## src/rtl/rv0_rf_f_wb_ctl.sv

```systemverilog
// FP register-file write-back controller: round-robin arbitration of result producers onto the
// single write port, plus a 32-entry pending-write scoreboard that stalls issue on RAW/WAW hazards.

module rv0_rf_f_wb_ctl #(
    parameter int FLEN = 32,
    parameter int NREQ = 3
) (
    input  logic                   clk,
    input  logic                   rst_n,
    input  logic                   flush_i,
    input  logic                   iss_vld_i,
    input  logic [4:0]             iss_rd_i,
    input  logic [14:0]            iss_rs_i,
    input  logic [2:0]             iss_rs_use_i,
    output logic                   iss_stall_o,
    input  logic [NREQ-1:0]        req_vld_i,
    input  logic [NREQ*5-1:0]      req_rd_i,
    input  logic [NREQ*FLEN-1:0]   req_data_i,
    output logic [NREQ-1:0]        req_rdy_o,
    output logic                   rf_we_o,
    output logic [4:0]             rf_waddr_o,
    output logic [FLEN-1:0]        rf_wdata_o
);
    localparam int PW  = $clog2(NREQ);
    localparam int PW1 = PW + 1;

    logic [PW-1:0]   rr_ptr_r;
    logic [PW-1:0]   rr_nxt_s;
    logic [PW-1:0]   idx_s;
    logic [PW-1:0]   win_s;
    logic [PW1-1:0]  sum_s;
    logic            found_s;
    logic [NREQ-1:0] gnt_s;
    logic            xfer_s;
    logic [4:0]      g_rd_s;
    logic [FLEN-1:0] g_data_s;
    logic [4:0]      rd_a   [NREQ];
    logic [FLEN-1:0] data_a [NREQ];

    logic [31:0]     pending_r;
    logic [31:0]     clr_s;
    logic [31:0]     eff_s;
    logic [31:0]     set_s;
    logic            src_hit_s;
    logic            stall_s;
    logic            accept_s;

    for (genvar k = 0; k < NREQ; k++) begin : g_unpack
        assign rd_a[k]   = req_rd_i[k*5 +: 5];
        assign data_a[k] = req_data_i[k*FLEN +: FLEN];
    end

    // Round-robin search starting at rr_ptr_r; the first valid requester in rotated order wins.
    always_comb begin
        found_s = 1'b0;
        win_s   = {PW{1'b0}};
        idx_s   = {PW{1'b0}};
        sum_s   = {PW1{1'b0}};
        for (int i = 0; i < NREQ; i++) begin
            sum_s   = {1'b0, rr_ptr_r} + PW1'(i);
            idx_s   = (sum_s >= PW1'(NREQ)) ? PW'(sum_s - PW1'(NREQ)) : sum_s[PW-1:0];
            win_s   = (found_s || !req_vld_i[idx_s]) ? win_s : idx_s;
            found_s = found_s | req_vld_i[idx_s];
        end
        xfer_s = found_s;
        if (found_s) begin
            gnt_s        = {NREQ{1'b0}};
            gnt_s[win_s] = 1'b1;
            g_rd_s       = rd_a[win_s];
            g_data_s     = data_a[win_s];
            rr_nxt_s     = (win_s == PW'(NREQ - 1)) ? {PW{1'b0}} : win_s + PW'(1);
        end else begin
            gnt_s    = {NREQ{1'b0}};
            g_rd_s   = 5'd0;
            g_data_s = {FLEN{1'b0}};
            rr_nxt_s = rr_ptr_r;
        end
    end

    // Hazard check; the write retiring this cycle already counts as complete (bypass).
    always_comb begin
        clr_s     = rf_we_o ? (32'd1 << rf_waddr_o) : 32'd0;
        eff_s     = pending_r & ~clr_s;
        src_hit_s = (iss_rs_use_i[0] & eff_s[iss_rs_i[4:0]])
                  | (iss_rs_use_i[1] & eff_s[iss_rs_i[9:5]])
                  | (iss_rs_use_i[2] & eff_s[iss_rs_i[14:10]]);
        stall_s   = iss_vld_i & ~flush_i & (eff_s[iss_rd_i] | src_hit_s);
        accept_s  = iss_vld_i & ~flush_i & ~stall_s;
        set_s     = accept_s ? (32'd1 << iss_rd_i) : 32'd0;
    end

    assign iss_stall_o = stall_s;
    assign req_rdy_o   = gnt_s;

    // Registered write port and round-robin pointer.
    always_ff @(posedge clk or negedge rst_n) begin
        if (!rst_n) begin
            rf_we_o    <= 1'b0;
            rf_waddr_o <= 5'd0;
            rf_wdata_o <= {FLEN{1'b0}};
            rr_ptr_r   <= {PW{1'b0}};
        end else begin
            rf_we_o  <= xfer_s;
            rr_ptr_r <= rr_nxt_s;
            if (xfer_s) begin
                rf_waddr_o <= g_rd_s;
                rf_wdata_o <= g_data_s;
            end
        end
    end

    // Pending-write scoreboard; a new issue wins over a retiring write to the same register.
    always_ff @(posedge clk or negedge rst_n) begin
        if (!rst_n) begin
            pending_r <= 32'd0;
        end else if (flush_i) begin
            pending_r <= 32'd0;
        end else begin
            pending_r <= eff_s | set_s;
        end
    end

    rv0_rf_f_wb_ctl_chk #(
        .FLEN (FLEN),
        .NREQ (NREQ)
    ) u_chk (
        .clk         (clk),
        .rst_n       (rst_n),
        .flush_i     (flush_i),
        .iss_vld_i   (iss_vld_i),
        .iss_rd_i    (iss_rd_i),
        .iss_stall_o (iss_stall_o),
        .req_vld_i   (req_vld_i),
        .req_rd_i    (req_rd_i),
        .req_data_i  (req_data_i),
        .req_rdy_o   (req_rdy_o),
        .rf_we_o     (rf_we_o),
        .rf_waddr_o  (rf_waddr_o),
        .pending     (pending_r)
    );

endmodule

// Protocol and scoreboard-consistency assertions for rv0_rf_f_wb_ctl.
module rv0_rf_f_wb_ctl_chk #(
    parameter int FLEN = 32,
    parameter int NREQ = 3
) (
    input  logic                 clk,
    input  logic                 rst_n,
    input  logic                 flush_i,
    input  logic                 iss_vld_i,
    input  logic [4:0]           iss_rd_i,
    input  logic                 iss_stall_o,
    input  logic [NREQ-1:0]      req_vld_i,
    input  logic [NREQ*5-1:0]    req_rd_i,
    input  logic [NREQ*FLEN-1:0] req_data_i,
    input  logic [NREQ-1:0]      req_rdy_o,
    input  logic                 rf_we_o,
    input  logic [4:0]           rf_waddr_o,
    input  logic [31:0]          pending
);
    logic [31:0] flushed_r;

    // Registers whose pending bit may have been dropped by a flush or reset since their last issue.
    always_ff @(posedge clk or negedge rst_n) begin
        if (!rst_n) begin
            flushed_r <= {32{1'b1}};
        end else if (flush_i) begin
            flushed_r <= {32{1'b1}};
        end else if (iss_vld_i && !iss_stall_o) begin
            flushed_r <= flushed_r & ~(32'd1 << iss_rd_i);
        end
    end

    a_wr_pending: assert property (@(posedge clk) disable iff (!rst_n)
        rf_we_o |-> (pending[rf_waddr_o] || flushed_r[rf_waddr_o]));

    a_rdy_onehot0: assert property (@(posedge clk) disable iff (!rst_n)
        $onehot0(req_rdy_o));

    for (genvar k = 0; k < NREQ; k++) begin : g_hold
        a_req_hold: assert property (@(posedge clk) disable iff (!rst_n)
            (req_vld_i[k] && !req_rdy_o[k] && !flush_i) |=>
            (req_vld_i[k] && $stable(req_rd_i[k*5 +: 5]) && $stable(req_data_i[k*FLEN +: FLEN])));
    end

endmodule

```

## config.mk

```make
export PLATFORM = sky130hd
export DESIGN_NAME = rv0_rf_f_wb_ctl
export DESIGN_NICKNAME = d
export VERILOG_FILES = /design/src/rtl/rv0_rf_f_wb_ctl.sv
export SDC_FILE = /design/constraint.sdc
export NUM_CORES = 1
export LEC_CHECK = 0
export CAP_MARGIN = 10
export CORE_ASPECT_RATIO = 1.5
export CORE_MARGIN = 10
export CORE_UTILIZATION = 46
export CTS_CLUSTER_SIZE = 40
export DETAILED_ROUTE_END_ITERATION = 8
export PLACE_DENSITY = 0.93
export SYNTH_ARGS = -nofsm -noshare
export SYNTH_HDL_FRONTEND = slang
export SYNTH_HIERARCHICAL = 1
export SYNTH_SLANG_ARGS = --single-unit
```

## constraint.sdc

```tcl
create_clock -name clk -period 3.5 [get_ports clk]
set_input_delay 0.7 -clock clk [delete_from_list [all_inputs] [get_ports clk]]
set_output_delay 0.7 -clock clk [all_outputs]
set_load 0.05 [all_outputs]
```

==> summary.txt, run 1 <==
Status
  – Failing checks: DRC, setup timing
  – Result of the run: complete, but fails checks

Timing
  – Final-layout setup total negative slack: -0.312 ns
  – Share of the clock period used by the worst path: 109%
  – Final worst path period need: 3.81 ns
  – Fin worst setup slack: -0.312 ns
  – Worst slew pin tran: 0.956 ns
  – Final number of setup-violating endpoints: 1
  – Slew margin rel.: 36.2%
  – RSZ-0062 raised after global routing: true
  – Achievable Freq: 262 MHz
  – Final Max Tran Viols: 0
  – Worst setup skew after layout: 0.00808 ns
  – Fin. Hold Viols: 0

Pwr
  – Share of total power in sequential cells: 22.2%
  – Power Density: 738 nW/µm²
  – Switching part of the total power: 50.3%
  – Leakage power: 3.45 nW
  – Net switching power: 0.00311 W
  – Maximum resistive drop on vdd: 761 µV
  – Cell-internal power: 0.00308 W
  – Combinational share of power: 62.1%
  – Fraction of power consumed by the clock network: 15.7%

Detailed routing
  – DR vias: 6969
  – Number of iterations in the first detailed-routing pass: 9
  – Overall routed net length: 29600 µm
  – Routed len/inst: 29.2 µm
  – Post-route ant nets: 0
  – Remaining design rule violation count: 11
  – Vias per inst: 6.89
  – DRC marker count from the first detailed-route iteration: 1079

Worst setup path
  – Slowest cell on the critical path: sky130_fd_sc_hd__or4b_4
  – Register-to-Register Setup Slack: 0.16 ns
  – Category of the worst setup path launch point: flop
  – Crit path kind: flop to output pin
  – Required time reported for the critical path endpoint: 2.80 ns
  – Number of buffers and inverters on the critical path: 1
  – Maximum fanout count along the critical path: 6
  – End of the worst register-to-register path: pending_r[31]
  – Reg2reg path depth: 13
  – Cell chain of the critical path: or4b_4 -> o21ai_4 -> mux2i_1 -> o311ai_2 -> o2111ai_2 -> a221oi_4 -> a31oi_4 -> buf_6
  – Largest stage delay on the critical path: 0.62 ns
  – Arrival time worst endpoint: 3.11 ns
  – Launch instance of the worst register-to-register path: rf_waddr_o[0]
  – Crit path max-delay family: compound AO/OA/AOI/OAI gates
  – Worst Setup End Kind: output pin

Synthesis
  – Synth Area in Simple Gates: 21.9%
  – Post-Syn Instances: 576
  – Number of flops mapped to enable cells by yosys: 0
  – Area fraction in compound gates after synthesis: 29.1%
  – Synth top area share: 36.1%
  – Adder-Cell Fraction of Synth Area: 0.901%
  – Synthesized netlist net count: 719
  – Share of async-settable or async-resettable flops after synthesis: 100%
  – Top_reg_cell synth: sky130_fd_sc_hd__dfrtp_1
  – Unique masters post-synth: 65
  – Post-synthesis xor/xnor area fraction: 0.351%
  – Area leader, netlist: sky130_fd_sc_hd__dfrtp_1
  – Number of flip-flops and latches in the synthesized netlist: 72
  – Number of warning messages in the yosys log: 6
  – Largest family of logic cells by synthesized area: compound AO/OA/AOI/OAI gates
  – Portion of netlist area occupied by mux cells: 6.11%
  – Mapped Avg Cell Area: 8.68 µm²
  – Part of the Yosys area used for sequential elements: 36.1%
  – Post-synthesis instance area: 5000 µm²
  – Synth area leaders: sky130_fd_sc_hd__dfrtp_1 36%, sky130_fd_sc_hd__nand2_1 6.5%, sky130_fd_sc_hd__a222oi_1 6.0%

Hold path
  – Tightest Hold Check Type: primary input to async pin

Cells and area
  – Number of nets in the finished design: 1006
  – Share of the core filled with cells: 79.1%
  – Fraction of final layout cells with drive strength greater than 1: 24.5%
  – N_diodes: 0
  – Area growth, synth to finish: 67.7%

Floorplanning
  – Die H: 148 µm
  – Area of the core: 10600 µm²
  – Die area: 15500 µm²
  – Number of top-level pins: 183
  – FP Rows: 46
  – DIE WIDTH: 105 µm
  – Initial Utilization: 47.2%

Clock tree
  – Num Clock Sinks: 72
  – Deepest level of the CTS H-tree: 3
  – Latest clock arrival within the worst-skew pair: 0.35 ns
  – Buffer type at the clock tree root: sky130_fd_sc_hd__clkbuf_16
  – Clock buffers created by TritonCTS: 9
  – Clock Path Buffers: 2
  – CTS tree: built
  – # hold bufs at CTS: 0
  – CTS clock-pin slew for the worst setup and hold paths: 0.07 ns

GRT
  – Number of global-route vias before repair: 7137
  – GRT Resource Usage Total: 36.7%
  – Global-route wire length before repair: 43700 µm
  – Remaining Overflow, GRT: 0
  – Initial antenna violation count: 0
  – Largest net degree at the start of global routing: 73

Placed design
  – Number of buffers inserted by port buffering: 182
  – Final RePlAce weighted congestion: 1.13
  – HPWL after DPL: 21500 µm

Run
  – Max-cap violation count: 0
## cell usage in the layout, fill, tap and decap left out, types with 5 or more instances in the layout
cell type,synthesis,routed
sky130_fd_sc_hd__o22ai_1,24,24
sky130_fd_sc_hd__nor3_1,17,16
sky130_fd_sc_hd__buf_4,0,147
sky130_fd_sc_hd__buf_12,0,6
sky130_fd_sc_hd__mux2i_1,17,17
sky130_fd_sc_hd__nand3_1,13,13
sky130_fd_sc_hd__o211ai_1,10,10
sky130_fd_sc_hd__o21ai_0,42,33
sky130_fd_sc_hd__o21ai_1,1,9
sky130_fd_sc_hd__nand4_1,12,12
sky130_fd_sc_hd__dfrtp_2,0,5
sky130_fd_sc_hd__a32oi_1,6,6
sky130_fd_sc_hd__and2_1,5,5
sky130_fd_sc_hd__nand2_1,87,86
sky130_fd_sc_hd__clkbuf_16,0,9
sky130_fd_sc_hd__nor2b_1,12,12
sky130_fd_sc_hd__nand2b_1,8,7
sky130_fd_sc_hd__inv_1,13,13
sky130_fd_sc_hd__nor2_1,26,25
sky130_fd_sc_hd__a222oi_1,30,30
sky130_fd_sc_hd__a21oi_1,10,10
sky130_fd_sc_hd__a22o_1,6,6
sky130_fd_sc_hd__o32ai_1,9,8
sky130_fd_sc_hd__o2111ai_1,18,17
sky130_fd_sc_hd__nand3b_1,5,5
sky130_fd_sc_hd__a22oi_1,6,6
sky130_fd_sc_hd__dfrtp_1,72,67
sky130_fd_sc_hd__o22ai_2,5,5
sky130_fd_sc_hd__clkdlybuf4s50_1,0,176
## stage by stage
stage,power [W],hold WS (ns),instance area [µm²],instances,setup WS (ns)
floorplan,0.00328,0.404,5010,576,0.0260
global placement,0.00467,0.465,7850,981,-0.171
detailed placement,0.00483,0.483,7850,981,-0.193
CTS,0.00602,0.506,8310,1009,-0.215
global route,0.00633,0.539,8380,1012,-0.442
finish,0.00618,0.481,8380,1012,-0.312
## layout make-up
| class | count | area (µm²) |
|---|---|---|
| Clock inverter | 7 | 80.1 |
| Sequential cell | 72 | 1810 |
| Fill cell | 678 | 2210 |
| Timing Repair Buffer | 331 | 3010 |
| Clock buffer | 9 | 225 |
| Tap cell | 144 | 180 |
| Inverter | 13 | 48.8 |
| Multi-Input combinational cell | 436 | 3030 |
## logic make-up (layout without fill, tap and decap cells)
| kind of cell | after synthesis | count (layout) |
|---|---|---|
| XOR/XNOR | 2 | 2 |
| AND/OR/NAND/NOR | 215 | 215 |
| flip-flops | 72 | 72 |
| multiplexers | 25 | 25 |
| AO/OA/AOI/OAI | 190 | 190 |
| adder cells (fa/ha/maj) | 4 | 4 |
| buffers and inverters | 68 | 360 |
## repair_timing
action	4_1_cts	5_1_grt
gates resized for setup	17	13
setup buffers	12	3
pin swaps	7	2
setup endpoints to repair	2	2
## power groups by stage
| stage | logic [W] | registers (W) | clock network, W |
|---|---|---|---|
| CTS | 0.00372 | 0.00134 | 0.000962 |
| finish | 0.00384 | 0.00137 | 0.000971 |
| floorplan | 0.00126 | 0.00202 | 0 |
| global placement | 0.00335 | 0.00132 | 0 |
| detailed placement | 0.00348 | 0.00134 | 0 |
| global route | 0.00396 | 0.00138 | 0.000993 |
## state kept, by name (all words and copies together) (netlist names)
| name | count |
|---|---|
| pending_r | 32 |
| rf_wdata_o | 32 |
| rf_waddr_o | 5 |
| rr_ptr_r | 2 |
| rf_we_o | 1 |
## worst max path at each step
stage          cells past startpoint          end  slack, ns          start
2_1_floorplan                      8  iss_stall_o       0.03        rf_we_o
3_3_place_gp                      10  iss_stall_o      -0.17    iss_rd_i[1]
3_5_place_dp                       9  iss_stall_o      -0.19    iss_rd_i[0]
4_1_cts                            8  iss_stall_o      -0.21  rf_waddr_o[0]
5_1_grt                            9  iss_stall_o      -0.44  rf_waddr_o[1]
6_report                           8  iss_stall_o      -0.31  rf_waddr_o[0]
## metal layers
metal / track usage (%) / vias to the layer above / part of all wire (%) / wire length (µm)
met4: 24.9 / 0 / 7.8 / 2310
met5: 0 / - / 0 / 0
met1: 37.9 / 3233 / 32 / 9510
met2: 61.5 / 738 / 48 / 14100
met3: 12.6 / 176 / 12 / 3690
li1: - / 2822 / - / -
## synth_stat cells (all sizes together) (3+ instances only)
| cell | n |
|---|---|
| o211ai | 10 |
| o22ai | 29 |
| or3 | 4 |
| a21oi | 10 |
| inv | 13 |
| a22oi | 6 |
| mux2 | 4 |
| nor4 | 3 |
| nand2b | 8 |
| nand2 | 87 |
| and2 | 5 |
| o32ai | 9 |
| buf | 12 |
| nor2b | 12 |
| mux4 | 4 |
| nand3 | 15 |
| nand3b | 5 |
| dfrtp | 72 |
| o2111ai | 18 |
| clkbuf | 43 |
| o21ai | 46 |
| nand4b | 4 |
| nor3 | 17 |
| a22o | 6 |
| a32oi | 6 |
| mux2i | 17 |
| nor2 | 26 |
| nand4bb | 4 |
| nor4b | 3 |
| a222oi | 30 |
| nand4 | 12 |
(Power assumes the default switching activity.)
==> inputs of run 2 (changes only) <==
- CORE_UTILIZATION: 46 -> 45
- PLACE_DENSITY: 0.93 -> 0.92
- REMOVE_ABC_BUFFERS: not set -> 1
==> summary.txt, run 2 (synthesis gave the netlist of run 1 again) <==
Floorplanning
  – Die H: 149 µm (+0.95%)
  – Number of top-level pins: 183 (unchanged)
  – Initial Utilization: 45.7% (-1.5 points)
  – Die area: 15800 µm² (+1.9%)
  – FP Rows: 47 (+2.2%)
  – DIE WIDTH: 106 µm (+0.89%)
  – Area of the core: 10900 µm² (+3.3%)

Worst setup path
  – Launch instance of the worst register-to-register path: rf_waddr_o[1]
  – Maximum fanout count along the critical path: 10 (+4)
  – Largest stage delay on the critical path: 0.58 ns (-0.04 ns)
  – Register-to-Register Setup Slack: 0.17 ns (about the same)
  – Required time reported for the critical path endpoint: 2.80 ns (about the same)
  – Slowest cell on the critical path: sky130_fd_sc_hd__or4b_4
  – End of the worst register-to-register path: pending_r[19]
  – Cell chain of the critical path: or4b_4 -> o21ai_4 -> buf_6 -> mux2i_1 -> o32ai_1 -> o211ai_1 -> a221oi_2 -> buf_4 -> a31oi_4 -> buf_6
  – Most used cell, CP: sky130_fd_sc_hd__buf_6
  – Category of the worst setup path launch point: flop
  – Crit path kind: flop to output pin
  – Reg2reg path depth: 11 (-2)
  – Worst Setup End Kind: output pin
  – Arrival time worst endpoint: 3.08 ns (-0.03 ns)

GRT
  – Number of global-route vias before repair: 6903 (-3.3%)
  – Global-route wire length before repair: 40100 µm (-8.2%)
  – Initial antenna violation count: 0 (unchanged)
  – Largest net degree at the start of global routing: 73 (unchanged)
  – Remaining Overflow, GRT: 0 (unchanged)
  – GRT Resource Usage Total: 32.9% (-3.8 points)

Cells and area
  – Area growth, synth to finish: 66.4%
  – Most common cell after layout, fill and taps aside: sky130_fd_sc_hd__clkdlybuf4s50_1
  – Fraction of final layout cells with drive strength greater than 1: 23.3% (-1.3 points)
  – Finished Layout Cells: 1006 (-0.59%)
  – Number of nets in the finished design: 997 (-0.89%)
  – Share of the core filled with cells: 76.0% (-3.1 points)
  – Final design instance area without fill: 8320 µm² (-0.76%)
  – Largest regs: pending_r x32, rf_wdata_o x32, rf_waddr_o x5
  – Highest-count cells in the layout ignoring fill and taps: 175 x sky130_fd_sc_hd__clkdlybuf4s50_1, 137 x sky130_fd_sc_hd__buf_4, 87 x sky130_fd_sc_hd__nand2_1
  – N_diodes: 0 (unchanged)

Detailed routing
  – Post-route ant nets: 0 (unchanged)
  – Overall routed net length: 26500 µm (-10%)
  – DRC marker count from the first detailed-route iteration: 724 (-33%)
  – Number of iterations in the first detailed-routing pass: 9 (unchanged)
  – DR vias: 6530 (-6.3%)
  – Met2 routed wirelength: 13100 µm (-7.0%)
  – Routed len/inst: 26.4 µm (-9.8%)
  – Amount of wire on met3 after detailed routing: 2830 µm (-23%)
  – Remaining design rule violation count: 0 (-11)
  – Routed met1 length: 8740 µm (-8.1%)
  – Highest routing layer actually used: met4
  – Vias per inst: 6.49 (-5.7%)

Placed design
  – Placed Cells incl. Taps: 983 (+0.20%)
  – Instance area at placement: 7820 µm² (-0.40%)
  – Final RePlAce weighted congestion: 1.07 (-5.1%)
  – Number of buffers inserted by port buffering: 182 (unchanged)
  – HPWL after DPL: 20800 µm (-3.2%)

Pwr
  – Net switching power: 0.00288 W (-7.2%)
  – Share of total power in sequential cells: 22.6% (+0.4 points)
  – Leakage power: 3.42 nW (-0.98%)
  – Final Power: 0.00601 W (-2.8%)
  – Combinational share of power: 60.3% (-1.8 points)
  – Cell-internal power: 0.00313 W (+1.8%)
  – Maximum resistive drop on vdd: 887 µV (+17%)
  – Switching part of the total power: 47.9% (-2.3 points)
  – Power Density: 723 nW/µm² (-2.0%)
  – Fraction of power consumed by the clock network: 17.1% (+1.4 points)

Clock tree
  – CTS tree: built
  – Latest clock arrival within the worst-skew pair: 0.34 ns (about the same)
  – Deepest level of the CTS H-tree: 3 (unchanged)
  – Clock Path Buffers: 2 (unchanged)
  – CTS clock-pin slew for the worst setup and hold paths: 0.06 ns (about the same)
  – Num Clock Sinks: 72 (unchanged)
  – Clock buffers created by TritonCTS: 9 (unchanged)
  – Buffer type at the clock tree root: sky130_fd_sc_hd__clkbuf_16

Hold path
  – Worst hold path endpoint: rf_wdata_o[18]
  – Start point of the worst hold path: rf_wdata_o[18]
  – Tightest Hold Check Type: flop to flop
  – Cell depth of the worst hold path: 2

Timing
  – Fin. Hold Viols: 0 (unchanged)
  – Worst slew pin tran: 0.942 ns (-0.0147 ns)
  – Final Max Tran Viols: 0 (unchanged)
  – RSZ-0062 raised after global routing: true
  – Worst setup skew after layout: 0.00590 ns (-0.00219 ns)
  – Worst hold margin: 0.492 ns (+0.0112 ns)
  – Share of the clock period used by the worst path: 108% (-0.98 points)
  – Fin worst setup slack: -0.278 ns (+0.0342 ns)
  – Achievable Freq: 265 MHz (+0.90%)
  – Final worst path period need: 3.78 ns (-0.0342 ns)
  – Final number of setup-violating endpoints: 1 (unchanged)
  – Slew margin rel.: 37.2% (+0.98 points)

Status
  – Failing checks: setup timing
  – Result of the run: complete, but fails checks

Run
  – Max-cap violation count: 0 (unchanged)
## run 2: cell type report
type | count | area, µm²
Multi-Input combinational cell | 436 | 3010
Sequential cell | 72 | 1810
Timing Repair Buffer | 322 | 2940
Fill cell | 758 | 2620
Tap cell | 147 | 184
Inverter | 13 | 48.8
Clock buffer | 12 | 256
Clock inverter | 4 | 76.3
## run 2: worst max-delay path by stage
| stage | start | to | cells past startpoint |
|---|---|---|---|
| 2_1_floorplan | rr_ptr_r[0] | req_rdy_o[0] | 5 |
| 3_3_place_gp | iss_rd_i[0] | iss_stall_o | 10 |
| 3_5_place_dp | iss_rd_i[0] | iss_stall_o | 12 |
| 4_1_cts | rf_waddr_o[0] | iss_stall_o | 10 |
| 5_1_grt | rf_waddr_o[0] | iss_stall_o | 12 |
| 6_report | rf_waddr_o[1] | iss_stall_o | 10 |
## run 2: critical path, delay by kind of cell, from the launching register on
kind	cells	cell delay (ns)
buffers and inverters	3	0.47
AOI/OAI and AO/OA	5	1.14
and+or+nand+nor	1	0.58
muxes	1	0.07
DFF	1	0.49
## run 2: through the flow
step                      TNS (ns)  worst slack, ns
after floorplan             -42.94            -1.69
after global placement      -0.185           -0.185
after detailed placement    -0.211           -0.211
after CTS                   -0.219           -0.219
after global routing        -0.330           -0.330
final                       -0.278           -0.278
## run 2: power groups by stage
stage	logic [W]	registers [W]	clock network, W
final	0.00362	0.00136	0.00103
after global routing	0.00377	0.00138	0.00106
after CTS	0.00359	0.00134	0.00103
after detailed placement	0.00347	0.00133	0
after global placement	0.00335	0.00132	0
after floorplan	0.00111	0.00205	0
## run 2: timing repair
action                     in CTS  in global routing
setup endpoints to repair       1                  1
pin swaps                       8                  2
buffers inserted                7                  0
hold buffers                    0                  0
gates resized for setup        20                  3
## run 2: per-layer routing
| layer | up-vias | GRT usage, % |
|---|---|---|
| li1 | 2798 | - |
| met1 | 3127 | 33.6 |
| met2 | 499 | 56.0 |
| met3 | 106 | 10.2 |
| met4 | 0 | 23.3 |
| met5 | - | 0 |
==> edit 1: new RTL, flow settings as in run 1 <==
`NREQ` is set to 3 in 2 places; all go to 6.
--- a/src/rtl/rv0_rf_f_wb_ctl.sv
+++ b/src/rtl/rv0_rf_f_wb_ctl.sv
@@ -3,7 +3,7 @@
 
 module rv0_rf_f_wb_ctl #(
     parameter int FLEN = 32,
-    parameter int NREQ = 3
+    parameter int NREQ = 6
 ) (
     input  logic                   clk,
     input  logic                   rst_n,
@@ -144,7 +144,7 @@
 // Protocol and scoreboard-consistency assertions for rv0_rf_f_wb_ctl.
 module rv0_rf_f_wb_ctl_chk #(
     parameter int FLEN = 32,
-    parameter int NREQ = 3
+    parameter int NREQ = 6
 ) (
     input  logic                 clk,
     input  logic                 rst_n,
Ports: changed (resized req_data_i, req_rd_i, req_rdy_o and req_vld_i); port bits go from 183 to 300. No check against the original RTL was run, so the function may have changed too.
==> edit 1 against run 1 <==
- the run ends with negative setup slack left
- sequential cell count grew 1
- routed wire length grew 48%
- cell area increased by 54%
- synthesized cell count up 52%
- count of clock-buffer cells in the layout up 1
- area after synthesis grew 47%
- clock skew increased by 0.0066 ns
- setup slack got worse by 0.61 ns
- register-to-register slack got worse by 1.1 ns
Power is left out: the tool's default activity adds up to more than one toggle a clock period on the data nets, which glitch-free logic cannot reach.
==> edit 1: results <==
set metrics [dict create \
    synth_area_leaders "dfrtp_1 (25%), mux4_2 (6.8%), and3_1 (6.7%), mux2i_1 (5.9%), o21ai_0 (5.7%)" \
    violations "negative setup slack" \
    r2r-end "rf_wdata_o[13]" \
    final-setup-viol-count 48 \
    seq_area_frac_synth_pct 24.9 \
    setup_ws_ns -0.918 \
    synth_nets 1136 \
    syn_area_per_cell_um2 8.39 \
    gp_congestion 1.13 \
    dr.pass1.iters 8 \
    met1Wirelength_um 13600 \
    met1_usage_pct 36.4 \
    rr_startpoint "rr_ptr_r[0]" \
    synth.distinct_cells 75 \
    dr_wl_met2_um 20300 \
    yosys-top-cells-count "o21ai_0 (83), and3_1 (78), dfrtp_1 (73), nand2_1 (73), clkbuf_1 (48)" \
    fillers 826 \
    grt_util_met2_pct 57.3 \
    crit_cells 14 \
    initialDrtViolationCount 1621 \
    status "finished, violations left" \
    grt_pass1_wl_um 57700 \
    cpPeakStageDelay_ns 0.77 \
    io_buffers 299 \
    finClkSkew_ns 0.0147 \
]
[edit 1: worst max-delay path by stage]
stage	slack (ns)	start	end
CTS	-0.29	rr_ptr_r[0]	req_rdy_o[1]
global route	-0.88	rr_ptr_r[1]	req_rdy_o[0]
floorplan	-0.29	rr_ptr_r[0]	req_rdy_o[0]
detailed placement	-0.59	req_vld_i[4]	rf_wdata_o[24]
finish	-0.92	rr_ptr_r[0]	rf_wdata_o[13]
global placement	-0.43	req_vld_i[4]	req_rdy_o[1]
[edit 1: timing repair]
item / in CTS / in global routing
resized for setup: 69 / 118
buffers inserted: 16 / 30
endpoints found under the hold margin: 0 / 0
cloned: 0 / 1
pin swaps: 19 / 29
setup endpoints to repair: 34 / 44
[edit 1: cells by family after synthesis]
logic type               Yosys count  synth area share (%)
adder cells (fa/ha/maj)            7                  1.19
AND/OR/NAND/NOR                  300                  23.5
XOR/XNOR                           9                  1.07
AO/OA/AOI/OAI                    303                  28.1
multiplexers                      80                  15.0
flip-flops                        73                  24.9
buffers and inverters            102                  6.31
[edit 1: stage by stage]
| stage | setup TNS (ns) | area, um2 | hold WS, ns |
|---|---|---|---|
| final | -15.69 | 12900 | 0.484 |
| after global routing | -17.37 | 12900 | 0.515 |
| after CTS | -1.87 | 12200 | 0.500 |
| after detailed placement | -15.32 | 11500 | 0.486 |
| after global placement | -10.81 | 11500 | 0.478 |
| after floorplan | -0.986 | 7530 | 0.404 |
[edit 1: area by class of cell]
type | instances | area share, %
diodes | 1 | 0.0194
clock buffers | 10 | 1.86
clock inverters | 5 | 0.622
inverters | 14 | 0.476
multi-input cells | 699 | 44.7
flip-flops and latches | 73 | 14.3
well taps | 203 | 1.97
repair buffers | 481 | 36.1
==> edit 2: new RTL, config.mk and constraints of run 1 <==
Made on the original files. Make the reset (`rst_n`) synchronous in 3 clocked blocks.
--- a/src/rtl/rv0_rf_f_wb_ctl.sv
+++ b/src/rtl/rv0_rf_f_wb_ctl.sv
@@ -93,7 +93,7 @@
     assign req_rdy_o   = gnt_s;
 
     // Registered write port and round-robin pointer.
-    always_ff @(posedge clk or negedge rst_n) begin
+    always_ff @(posedge clk) begin
         if (!rst_n) begin
             rf_we_o    <= 1'b0;
             rf_waddr_o <= 5'd0;
@@ -110,7 +110,7 @@
     end
 
     // Pending-write scoreboard; a new issue wins over a retiring write to the same register.
-    always_ff @(posedge clk or negedge rst_n) begin
+    always_ff @(posedge clk) begin
         if (!rst_n) begin
             pending_r <= 32'd0;
         end else if (flush_i) begin
@@ -163,7 +163,7 @@
     logic [31:0] flushed_r;
 
     // Registers whose pending bit may have been dropped by a flush or reset since their last issue.
-    always_ff @(posedge clk or negedge rst_n) begin
+    always_ff @(posedge clk) begin
         if (!rst_n) begin
             flushed_r <= {32{1'b1}};
         end else if (flush_i) begin
Behaviour: differs if rst_n is asserted again (counterexample within 4 cycles, from zero or initial values and one cycle with rst_n low); with rst_n held inactive, the same outputs for 4 cycles.
==> edit 2 against run 1 <==
- total power shrank 29%
- the run ends with negative setup slack left
- synthesized cell count rose by 9.2%
- register-to-register slack worse by 0.13 ns
- clock skew decreased by 0.0034 ns
- sequential cell count unchanged
- core utilization is 1.3 points lower
- area after synthesis up 1.7%
- setup slack improved by 0.23 ns
- non-clock buffer count decreased by 12
- cell area increased by 1.6%
- fmax increased by 6.6%
- sequential share of layout area fell by 4.6 points
- routed wire length is 11% lower
- largest power group unchanged
- via count down 2.0%
- critical endpoint unchanged
==> edit 2: results <==
set metrics [dict create \
    grt_pass1_vias 7107 \
    nClkBuffers 11 \
    yosys.area_share.adder_pct 0.886 \
    slowest_stage "clkdlybuf4s50_1" \
    met1Wirelength_um 8780 \
    fillers 762 \
    rr_startpoint "rf_waddr_o[3]" \
    worstPathMaxFanout 10 \
    nNonClkBuffers 319 \
    comb.multi_input.count 483 \
    async_flop_share_pct 0 \
    dr.pass1.iters 7 \
    grt_use_total_pct 31.6 \
    seq_share_pct 17.0 \
    crit_family "buffers and inverters" \
    hp-class "reg2reg" \
    final-setup-viol-count 1 \
    grt_max_degree 42 \
    worst_pin_slew_ns 0.625 \
    grt_pass1_wl_um 39200 \
    post_cts_buffers 18 \
    initialDrtViolationCount 646 \
    violations "negative setup slack" \
    setup_ws_ns -0.0774 \
    dp_hpwl_um 20400 \
    synth.distinct_cells 74 \
    synthXorXnorAreaFrac_pct 0.861 \
    internal_power_mw 2.56 \
    met3WireLength_um 2500 \
    status "finished, violations left" \
    seq_cell_count 72 \
    synth_compound_area_share_pct 36.5 \
    rrSetupSlack_ns 0.03 \
    grt_util_met2_pct 56.4 \
    pg_seq_mw 1.08 \
]
edit 2: tightest hold or removal path, cell delays in order, from the launching register on:
cell and delay [ns]:
dfxtp_1 0.32, o21ai_0 0.09, a21oi_1 0.11
edit 2: worst max-delay path by stage:
stage	endpoint	slack, ns	depth (start not counted)
after floorplan	iss_stall_o	0.02	9
after global placement	iss_stall_o	-0.17	12
after detailed placement	iss_stall_o	-0.21	9
after CTS	iss_stall_o	-0.01	11
after global routing	iss_stall_o	-0.16	14
final	iss_stall_o	-0.08	11
edit 2: stage by stage:
stage | area (um2) | setup TNS (ns) | util [%] | setup WS (ns) | std cells
4_1_cts | 8410 | -0.0140 | 76.9 | -0.0140 | 1046
2_1_floorplan | 5100 | 0 | - | 0.0210 | 629
5_1_grt | 8520 | -0.836 | 77.9 | -0.162 | 1048
6_report | 8520 | -0.0774 | 77.9 | -0.0774 | 1048
3_3_place_gp | 7800 | -0.168 | 71.3 | -0.168 | 1014
3_5_place_dp | 7800 | -0.207 | 71.3 | -0.207 | 1014
